$ cat src/rtl/uart_tx_arb.sv
// uart_tx_arb
// Round-robin arbiter sharing one UART transmitter between N_REQ byte-stream
// requesters. One byte is accepted at a time from the winning requester, handed
// to the transmitter with a one-cycle frame_en, and the arbiter then waits for
// tx_done (optionally followed by an idle gap) before arbitrating again.
// Multi-byte packets are kept contiguous by locking onto the owner until a byte
// marked last has been sent; a watchdog abandons a frame whose tx_done never
// arrives.
//
// Ports:
//   clk          system clock
//   rst          synchronous active-high reset
//   req_valid    [N_REQ]        requester i presents a byte
//   req_data     [N_REQ*WIDTH]  byte of requester i at [i*WIDTH +: WIDTH]
//   req_last     [N_REQ]        byte closes the packet
//   req_ready    [N_REQ]        byte accepted this cycle (IDLE only, one-hot)
//   frame_en     start pulse to the transmitter
//   data_frame   [WIDTH]        byte to the transmitter, stable until tx_done
//   tx_done      transmitter finished the frame
//   grant        [N_REQ]        one-hot owner of current byte/packet
//   busy         not idle, or a packet lock is held
//   timeout_err  one-cycle pulse when the watchdog expires
module uart_tx_arb #(
   parameter int N_REQ       = 2,
   parameter int WIDTH       = 8,
   parameter int GAP_CYCLES  = 0,
   parameter int TIMEOUT_CYC = 131072
) (
   input  logic                   clk,
   input  logic                   rst,
   input  logic [N_REQ-1:0]       req_valid,
   input  logic [N_REQ*WIDTH-1:0] req_data,
   input  logic [N_REQ-1:0]       req_last,
   output logic [N_REQ-1:0]       req_ready,
   output logic                   frame_en,
   output logic [WIDTH-1:0]       data_frame,
   input  logic                   tx_done,
   output logic [N_REQ-1:0]       grant,
   output logic                   busy,
   output logic                   timeout_err
);

   localparam int PTR_W = (N_REQ > 1) ? $clog2(N_REQ) : 1;
   localparam int SUM_W = PTR_W + 1;
   localparam int WD_W  = $clog2(TIMEOUT_CYC) + 1;
   localparam int GAP_W = $clog2(GAP_CYCLES) + 1;

   localparam logic [PTR_W-1:0] PTR_MAX  = PTR_W'(N_REQ - 1);
   localparam logic [WD_W-1:0]  WD_LIMIT = WD_W'(TIMEOUT_CYC);
   localparam logic [GAP_W-1:0] GAP_LAST = GAP_W'(GAP_CYCLES - 1);

   typedef enum logic [1:0] {
      ST_IDLE,
      ST_LOAD,
      ST_WAIT,
      ST_GAP
   } state_t;

   state_t            state_q, state_d;
   logic [PTR_W-1:0]  rr_ptr_q, rr_ptr_d;
   logic [PTR_W-1:0]  owner_q, owner_d;
   logic              lock_q, lock_d;
   logic              last_q, last_d;
   logic [N_REQ-1:0]  grant_q, grant_d;
   logic [WIDTH-1:0]  data_q, data_d;
   logic [WD_W-1:0]   wd_cnt_q, wd_cnt_d;
   logic [GAP_W-1:0]  gap_cnt_q, gap_cnt_d;

   logic              win_found;
   logic [PTR_W-1:0]  win_idx;
   logic [SUM_W-1:0]  cand_sum;
   logic              wait_exit;
   logic              pkt_end;

   logic [WIDTH-1:0]  req_bytes [N_REQ];

   for (genvar gi = 0; gi < N_REQ; gi++) begin : g_unpack
      assign req_bytes[gi] = req_data[gi*WIDTH +: WIDTH];
   end

   // Winner selection. While locked only the owner may win. Otherwise scan
   // rr_ptr, rr_ptr+1, ... with wrap; the loop runs from the far end back so
   // the last assignment is the nearest valid requester.
   always_comb begin
      win_found = 1'b0;
      win_idx   = '0;
      cand_sum  = '0;
      if (lock_q) begin
         win_found = req_valid[owner_q];
         win_idx   = owner_q;
      end else begin
         for (int k = N_REQ - 1; k >= 0; k--) begin
            cand_sum = {1'b0, rr_ptr_q} + SUM_W'(k);
            if (cand_sum >= SUM_W'(N_REQ)) begin
               cand_sum = cand_sum - SUM_W'(N_REQ);
            end
            if (req_valid[cand_sum[PTR_W-1:0]]) begin
               win_found = 1'b1;
               win_idx   = cand_sum[PTR_W-1:0];
            end
         end
      end
   end

   always_comb begin
      state_d     = state_q;
      rr_ptr_d    = rr_ptr_q;
      owner_d     = owner_q;
      lock_d      = lock_q;
      last_d      = last_q;
      grant_d     = grant_q;
      data_d      = data_q;
      wd_cnt_d    = wd_cnt_q;
      gap_cnt_d   = gap_cnt_q;
      req_ready   = '0;
      frame_en    = 1'b0;
      timeout_err = 1'b0;
      wait_exit   = 1'b0;
      pkt_end     = 1'b0;

      case (state_q)
         ST_IDLE: begin
            if (win_found) begin
               req_ready[win_idx] = 1'b1;
               data_d             = req_bytes[win_idx];
               last_d             = req_last[win_idx];
               owner_d            = win_idx;
               grant_d            = '0;
               grant_d[win_idx]   = 1'b1;
               state_d            = ST_LOAD;
            end
         end

         ST_LOAD: begin
            frame_en = 1'b1;
            wd_cnt_d = '0;
            state_d  = ST_WAIT;
         end

         ST_WAIT: begin
            wd_cnt_d = wd_cnt_q + 1'b1;
            // tx_done wins over a watchdog expiring in the same cycle.
            if (tx_done) begin
               wait_exit = 1'b1;
               pkt_end   = last_q;
            end else if ((TIMEOUT_CYC != 0) && (wd_cnt_q == WD_LIMIT)) begin
               timeout_err = 1'b1;
               wait_exit   = 1'b1;
               pkt_end     = 1'b1;
            end
            if (wait_exit) begin
               if (pkt_end) begin
                  lock_d   = 1'b0;
                  rr_ptr_d = (owner_q == PTR_MAX) ? '0 : owner_q + 1'b1;
               end else begin
                  lock_d = 1'b1;
               end
               if (GAP_CYCLES > 0) begin
                  gap_cnt_d = '0;
                  state_d   = ST_GAP;
               end else begin
                  state_d = ST_IDLE;
                  if (pkt_end) begin
                     grant_d = '0;
                  end
               end
            end
         end

         ST_GAP: begin
            // lock_q was already updated on leaving WAIT, so a clear lock
            // here means the packet has ended and grant must drop.
            if (gap_cnt_q == GAP_LAST) begin
               state_d = ST_IDLE;
               if (!lock_q) begin
                  grant_d = '0;
               end
            end else begin
               gap_cnt_d = gap_cnt_q + 1'b1;
            end
         end

         default: begin
            state_d = ST_IDLE;
         end
      endcase
   end

   always_ff @(posedge clk) begin
      if (rst) begin
         state_q   <= ST_IDLE;
         rr_ptr_q  <= '0;
         owner_q   <= '0;
         lock_q    <= 1'b0;
         last_q    <= 1'b0;
         grant_q   <= '0;
         data_q    <= '0;
         wd_cnt_q  <= '0;
         gap_cnt_q <= '0;
      end else begin
         state_q   <= state_d;
         rr_ptr_q  <= rr_ptr_d;
         owner_q   <= owner_d;
         lock_q    <= lock_d;
         last_q    <= last_d;
         grant_q   <= grant_d;
         data_q    <= data_d;
         wd_cnt_q  <= wd_cnt_d;
         gap_cnt_q <= gap_cnt_d;
      end
   end

   assign grant      = grant_q;
   assign data_frame = data_q;
   assign busy       = (state_q != ST_IDLE) || lock_q;

endmodule
$ cat config.mk
export PLATFORM = sky130hd
export DESIGN_NAME = uart_tx_arb
export DESIGN_NICKNAME = d
export VERILOG_FILES = /design/src/rtl/uart_tx_arb.sv
export SDC_FILE = /design/constraint.sdc
export NUM_CORES = 1
export LEC_CHECK = 0
export ABC_AREA = 0
export CAP_MARGIN = 20
export CORE_UTILIZATION = 46
export CTS_CLUSTER_DIAMETER = 50
export CTS_CLUSTER_SIZE = 8
export DETAILED_ROUTE_END_ITERATION = 12
export GPL_ROUTABILITY_DRIVEN = 0
export PLACE_DENSITY = 0.84
export REMOVE_ABC_BUFFERS = 1
export SYNTH_ARGS = -nofsm -noshare
export SYNTH_HDL_FRONTEND = slang
export SYNTH_SLANG_ARGS = --single-unit
$ cat constraint.sdc
create_clock -name clk -period 1.8 [get_ports clk]
set_input_delay 0.36 -clock clk [delete_from_list [all_inputs] [get_ports clk]]
set_output_delay 0.36 -clock clk [all_outputs]
set_load 0.01 [all_outputs]
; Yosys cells after proc, flatten, opt, wreduce, memory -nomap -nowiden
; Cells that the tools add are included.
[word_totals]
regBits = 35
input_bits = 23
output_inout_bits = 15
wordCells = 91
[classes]
add_sub_neg = 6
magnitude_cmp = 8
n_eq_ne = 9
muxes = 47
bitwise_logic = 1
n_reduce_logical = 11
[ops]
columns = op, n
row1 = $pmux W18 S2, 1
row2 = $mux W1, 30
row3 = $mux W8, 3
row4 = $mux W2, 10
row5 = $add A18 B1 Y18 const B, 1
row6 = $eq A18 B18 Y1 const B, 1
row7 = $ne A2 B2 Y1 const B, 5
row8 = $lt A1 B2 Y1 const B, 4
row9 = $pmux W2 S4, 1
row10 = $pmux W2 S3, 1
row11 = $reduce_and A3 Y1, 2
row12 = $reduce_and A6 Y1, 1
row13 = $eq A2 B2 Y1 const B, 2
row14 = $ge A2 B2 Y1 const B, 2
row15 = $reduce_and A2 Y1, 2
row16 = $reduce_bool A2 Y1, 2
row17 = $reduce_bool A3 Y1, 1
row18 = $add A1 B1 Y1 const B, 2
row19 = $add A1 B1 Y2 const B, 1
row20 = $eq A2 B1 Y1 const B, 1
row21 = $ge A1 B2 Y1 const B, 1
row22 = $logic_not A2 Y1, 1
row23 = $not A1 Y2, 1
row24 = $sub A1 B1 Y1 const B, 2
row25 = other kinds (4), 4

; Longest topological paths before layout
; Gate-level depths: netlist of the first run.
[depth]
word_depth = 15
ltp_mapped = 8
ltp_nobuf = 7

; Least setup slack after synthesis of the first run
; No wires, ideal clock.
[synth_path]
path_kind = register to register
from = reg state_q[0]
to = reg wd_cnt_q[0]
setup_time_ns = 0.128
arrival_ns = 1.571
required_time_ns = 1.672
slack_ns = 0.102
stages_incl_launch_ff = 9
path_buffers = 3
cell_sequence = dfxtp_1 -> inv_1 -> ha_1 -> buf_2 -> nand2b_1 -> nand2b_1 -> clkbuf_1 -> buf_1 -> nor2_1
[synth_via]
elab_chain_cells = 2
word_cells_on_any_way = 4
classes_between = eq/ne: 2 / mux: 1 / reduce/logical: 1
[synth_lines]
columns = item, line
row1 = "start, declared", 59  ; state_t state_q, state_d;
row2 = "start signal, assigned", 201  ; state_q <= state_d;
row3 = $eq A2 B2 Y1 / $eq A2 B1 Y1 (equally long branches), 121  ; case (state_q)
row4 = $pmux W18 S2 / $reduce_bool A2 Y1 (equally long branches), -
row5 = "end signal, assigned", 208  ; wd_cnt_q <= wd_cnt_d;
row6 = "end, declared", 66  ; logic [WD_W-1:0] wd_cnt_q, wd_cnt_d;
; Several ways; a longest one is shown, not always the timed one.
; A chain may end at the register's enable or synchronous reset.

; Worst setup path in the final report of the first run
[layout_path]
from = reg wd_cnt_q[11]
to = out timeout_err
[layout_via]
elab_chain_cells = 4
[layout_lines]
columns = item, line
row1 = $eq A18 B18 Y1, 146  ; end else if ((TIMEOUT_CYC != 0) && (wd_cnt_q == WD_LIMIT)) begin
row2 = $mux W1, 146
row3 = $mux W1, 143  ; if (tx_done) begin
row4 = $mux W1, 121
row5 = "end, declared", 40  ; output logic timeout_err
; Every way passes these cells.

==> results of run 1 <==
metal layers:
metal	vias up	track usage	wire length [um]
li1	858	-	-
met1	793	0.276	2060
met2	28	0.391	2300
met3	18	0.0511	113
met4	0	0.161	196
met5	-	0	0
where the power goes:
group	total, mW	internal (mW)	switching (mW)
Sequential	0.877	0.843	0.0340
Clock	0.533	0.258	0.275
Combinational	0.684	0.369	0.315
worst max-delay path by stage:
| stage | start | endpoint | slack (ns) | depth (start not counted) |
|---|---|---|---|---|
| CTS | wd_cnt_q[11] | timeout_err | -0.03 | 5 |
| global placement | req_valid[0] | req_ready[0] | -0.53 | 6 |
| global route | wd_cnt_q[11] | timeout_err | -0.20 | 5 |
| finish | wd_cnt_q[11] | timeout_err | -0.15 | 5 |
| detailed placement | req_valid[1] | req_ready[0] | -0.56 | 6 |
| floorplan | req_valid[0] | req_ready[1] | -0.03 | 4 |
Yosys cell counts, drive strengths merged, types with 7 or more instances:
cell	n
dfxtp	35
nor2	36
mux2i	13
xor2	13
nand4	7
a211oi	9
nand2	12
nand3	9
cell type report:
type,count,area [um^2]
well taps,48,60.1
multi-input cells,155,1100
clock buffers,6,72.6
repair buffers,80,686
inverters,6,22.5
flip-flops and latches,35,706
fillers,277,1070
flip-flops by register name, summed over array words and instances, names as in the netlist:
| signal | flops |
|---|---|
| state_q | 2 |
| rr_ptr_q | 1 |
| grant | 2 |
| wd_cnt_q | 18 |
| lock_q | 1 |
| owner_q | 1 |
| data_frame | 8 |
| gap_cnt_q | 1 |
| last_q | 1 |
worst register-to-register path, stage by stage, from the launching register on:
cell,delay [ns]
dfxtp_2,0.34
nor4_4,0.32
nand2_1,0.13
buf_4,0.15
buf_4,0.13
o31ai_4,0.29
a21oi_2,0.09
a31o_1,0.18
logic make-up (layout without fill, tap and decap cells):
group | after synthesis | in the layout
and+or+nand+nor | 95 | 95
DFF | 35 | 35
AOI/OAI and AO/OA | 25 | 25
xor gates and xnor gates | 16 | 16
buffers and inverters | 15 | 92
muxes | 13 | 13
adders and majority gates | 6 | 6
repair_timing:
item	4_1_cts	5_1_grt
setup buffers	3	1
cloned	0	0
gates resized for setup	25	6
pin swaps	5	4
endpoints found under the setup margin	5	4
per-stage QoR:
step	instances	area, um^2	TNS [ns]	worst slack, ns
2_1_floorplan	196	1770	-0.0298	-0.0298
3_3_place_gp	321	2510	-1.32	-0.529
3_5_place_dp	321	2510	-1.96	-0.557
4_1_cts	330	2640	-0.0349	-0.0349
5_1_grt	330	2640	-0.207	-0.198
6_report	330	2640	-0.153	-0.153
==> impl_metrics.csv, run 1 <==
group,metric,value,unit
outcome,outcome,"finished with violations",
outcome,violations,"setup timing",
power,p_leak,1.10,nW
hold_path,min_path_type,"reg2reg",
placed_design,hpwlAfterDp,3.22,mm
global_route,grt_max_degree,21,
setup_path,crit_arrival,1.59,ns
placed_design,io_buffers,37,
final_layout,fin_util,0.711,
clock_network,clkLatencyLatePin,0.30,ns
sta,finalHoldViolCount,0,
final_layout,diodes,0,
setup_path,r2r_start,"wd_cnt_q[11]",
floorplan,core_area,3720,um^2
synth,ys_ff_latch,35,
final_layout,drive_gt1_frac,0.262,
floorplan,pin_count,38,
synth,synth_top_family_by_area,"simple AND/OR/NAND/NOR gates",
sta,tightest_slew,0.432,ns
synth,synth_flop_cell,"dfxtp_1",
power,power,2.09,mW
setup_path,r2r_cells,7,
route,wl_per_cell,14.1,um
clock_network,h-tree-depth,2,
final_layout,areaGrowthSynthToFinish,45.1,%
setup_path,r2r_setup_slack,0.06,ns
clock_network,cts_buffers,5,
sta,fmax,0.512,GHz
sta,period_minus_slack,1.95,ns
floorplan,rows,22,
global_route,grt_pass1_wl,7.50,mm
synth,synth.avg_cell_area,8.89,um^2
power,powerDensity,792,nW/um^2
hold_path,worstHoldEndpoint,"gap_cnt_q",
route,firstDrtPassIters,4,
floorplan,die_w,64.9,um
global_route,grt-ovfl-total,0,
synth,synthAdderAreaFrac,0.0412,
route,drt-initial-drc-count,78,
sta,holdWs,0.476,ns
clock_network,root_buffer,"clkbuf_8",
route,via_per_inst,5.14,
setup_path,required,1.44,ns
sta,finalMaxSlewViolations,0,
power,max-vdd-ir-drop,0.000566,V
hold_path,min_from,"gap_cnt_q",
synth,synth_xor_area_frac,0.0769,
clock_network,cts_tree,"built",
sta,relSlewSlack,0.710,
final_layout,most-common-layout-cells,"buf_4, nor2_1, dfxtp_1, clkdlybuf4s50_1",
synth,synth-simple-area-share,0.288,
floorplan,start_util,0.490,
setup_path,critPathMaxFanout,2,
setup_path,startpoint_type,"flop",
floorplan,die-height,64.9,um
synth,synth_edf_count,0,
final_layout,finalNetCount,312,
setup_path,cp_top_family,"simple AND/OR/NAND/NOR gates",
setup_path,worst-path-buf-inv,1,
synth,ys_types,41,
synth,synthMuxAreaShare,0.0714,
floorplan,dieArea,4220,um^2
hold_path,hold_depth,2,
synth,yosysTopAreaCell,"dfxtp_1",
synth,synth_compound_area_frac,0.0948,
synth,syn_area,1820,um^2
global_route,antenna_found_initial,0,
synth,synthArstFlopShare,0,
synth,synth-seq-area-share,0.385,
clock_network,hold_buffers,0,
sta,finalWorstSetupSlack,-0.153,ns
synth,synth_top_area_share,0.385,
final_layout,final_common_cell,"buf_4",
route,ant_nets,0,
setup_path,cp-end-kind,"primary output",
global_route,grt_util_all_layers,0.238,
synth,netlist_instances,205,
global_route,grt_pass1_vias,1663,
clock_network,cts_max_path_buffers,2,
job,cap_violations,0,
sta,setup_viol,1,
clock_network,path_clk_slew,0.07,ns
setup_path,worstSetupPathType,"reg2out",
synth,yosysWarnings,0,
synth,synth_area_leaders,"dfxtp_1, nor2_1, mux2i_1, xor2_1, ha_1",
setup_path,regToRegEndpoint,"rr_ptr_q",
sta,fin_skew,0.00973,ns
route,drc,0,
setup_path,critPathSlowestCell,"dfxtp_2",
setup_path,crit_chain,"nor4_4, nand2_1, nand4b_1, nor2_1, buf_2",
sta,period_share,1.09,
setup_path,cpPeakStageDelay,0.34,ns
clock_network,clock-sinks,35,
route,finalWirelength,4.67,mm
route,vias,1697,
sta,rsz0062_at_grt,"true",
Note: power is estimated with default switching activity, not from simulation.
==> run 2: changes to the inputs <==
Settings changed: ABC_CLOCK_PERIOD_IN_PS from default to 2300, CORE_UTILIZATION 46 to 54, PLACE_DENSITY 0.84 to 0.92.
Clock period 1.8 ns to 2.3 ns, I/O delays scaled along.
==> impl_metrics.csv, run 2 (same netlist as run 1, synthesis figures left out) <==
group,metric,value,unit
final_layout,areaGrowthSynthToFinish,27.9,%
clock_network,cts_tree,"built",
final_layout,drive_gt1_frac,0.123,
setup_path,critPathMaxFanout,3,
floorplan,die_w,60.1,um
hold_path,min_path_type,"reg2reg",
route,met3WireLength,124,um
global_route,grt_pass1_wl,6.20,mm
route,ant_nets,0,
route,via_per_inst,5.25,
final_layout,largest_register_ffs,18,
setup_path,cp-end-kind,"primary output",
route,firstDrtPassIters,4,
final_layout,multiInputGateArea,1050,um^2
clock_network,cts_buffers,5,
sta,relSlewSlack,0.726,
final_layout,fillers,236,
floorplan,start_util,0.582,
placed_design,dp_cells,288,
route,wl_met2,1.87,mm
setup_path,crit_chain,"clkdlybuf4s50_1, mux2i_1, a21oi_1, and2_4, and2_1, dlygate4sd2_1",
placed_design,hpwlAfterDp,2.79,mm
floorplan,dieArea,3610,um^2
sta,finalHoldViolCount,0,
global_route,grt_pass1_vias,1415,
sta,tightest_slew,0.410,ns
placed_design,placed_area,2270,um^2
sta,finalWorstSetupSlack,0.113,ns
setup_path,crit_arrival,1.73,ns
floorplan,core_area,3130,um^2
final_layout,top_register,"wd_cnt_q",
sta,tns,0,ns
clock_network,clkLatencyLatePin,0.34,ns
clock_network,clock-sinks,35,
job,cap_violations,0,
floorplan,rows,20,
route,finalWirelength,3.82,mm
final_layout,most-common-layout-cells,"nor2_1, dfxtp_1, clkdlybuf4s50_1, mux2i_1, xor2_1",
setup_path,critPathSlowestCell,"clkdlybuf4s50_1",
power,power,1.46,mW
floorplan,pin_count,38,
route,top_layer,"met4",
power,max-vdd-ir-drop,0.000360,V
clock_network,root_buffer,"clkbuf_4",
sta,period_minus_slack,2.19,ns
final_layout,final_common_cell,"nor2_1",
route,wl_met1,1.77,mm
sta,fmax,0.457,GHz
route,vias,1553,
sta,fin_skew,0.00382,ns
final_layout,post-route-cell-area,2330,um^2
clock_network,h-tree-depth,2,
global_route,grt_util_all_layers,0.235,
clock_network,cts_setup_buffers,0,
final_layout,seq_area,701,um^2
clock_network,path_clk_slew,0.10,ns
global_route,antenna_found_initial,0,
route,wl_per_cell,12.9,um
final_layout,finalNetCount,280,
clock_network,hold_buffers,0,
route,drc,0,
power,powerDensity,628,nW/um^2
clock_network,cts_max_path_buffers,2,
final_layout,diodes,0,
sta,rsz0062_at_grt,"false",
setup_path,cpPeakStageDelay,0.50,ns
setup_path,worstSetupPathType,"in2out",
setup_path,startpoint_type,"input pin",
route,drt-initial-drc-count,64,
placed_design,io_buffers,37,
final_layout,final_cells,296,
power,p_leak,0.918,nW
setup_path,required,1.84,ns
placed_design,preCtsSetupSlack,-0.265,ns
sta,setup_viol,0,
global_route,grt-ovfl-total,0,
sta,finalMaxSlewViolations,0,
sta,period_share,0.951,
outcome,outcome,"finished clean",
global_route,grt_max_degree,21,
floorplan,die-height,60.1,um
[run 2: cell count changes in the layout (fill, tap and decap cells not counted), sizes merged]
cell           before  now
clkbuf              6    8
dlygate4sd2         4    1
buf                46   11
clkdlybuf4s50      30   34
dlymetal6s2s        0    1
clkinv              0    1
[run 2: final timing paths]
kind | from | to | slack [ns] | cells past startpoint
hold reg to reg | gap_cnt_q | gap_cnt_q | 0.48 | 2
setup reg to reg | state_q[1] | wd_cnt_q[13] | 0.54 | 7
setup / recovery | req_valid[0] | req_ready[1] | 0.11 | 6
hold / removal | gap_cnt_q | gap_cnt_q | 0.48 | 2
[run 2: report_power, final]
group	switching [mW]	leakage (nW)	internal [mW]
Sequential	0.0355	0.285	0.658
Combinational	0.211	0.603	0.239
Clock	0.199	0.0293	0.119
[run 2: critical path: cells and delay by family]
| kind | cells | cell delay, ns |
|---|---|---|
| buf+inv | 2 | 0.76 |
| mux | 1 | 0.08 |
| compound gates | 1 | 0.15 |
| simple gates | 2 | 0.28 |
[run 2: routing by layer]
layer  vias to the layer above  global-route usage
li1                        801                   -
met1                       721               0.287
met2                        24               0.386
met3                         7              0.0714
met4                         0              0.0864
met5                         -                   0
[run 2: layout make-up]
cell class              count  area share
clock inverters             1     0.00215
well taps                  44      0.0236
flip-flops and latches     35       0.301
clock buffers               7      0.0193
multi-input cells         155       0.452
inverters                   6     0.00967
repair buffers             48       0.193
[run 2: timing repair]
item                                    CTS  global route
endpoints found under the setup margin    3             3
resized for setup                         4             3
pin swaps                                 1             2
cloned                                    0             0
[run 2: through the flow]
| stage | util | hold WS, ns |
|---|---|---|
| floorplan | - | 0.433 |
| global placement | 0.727 | 0.448 |
| detailed placement | 0.727 | 0.457 |
| CTS | 0.745 | 0.488 |
| global route | 0.745 | 0.500 |
| finish | 0.745 | 0.482 |
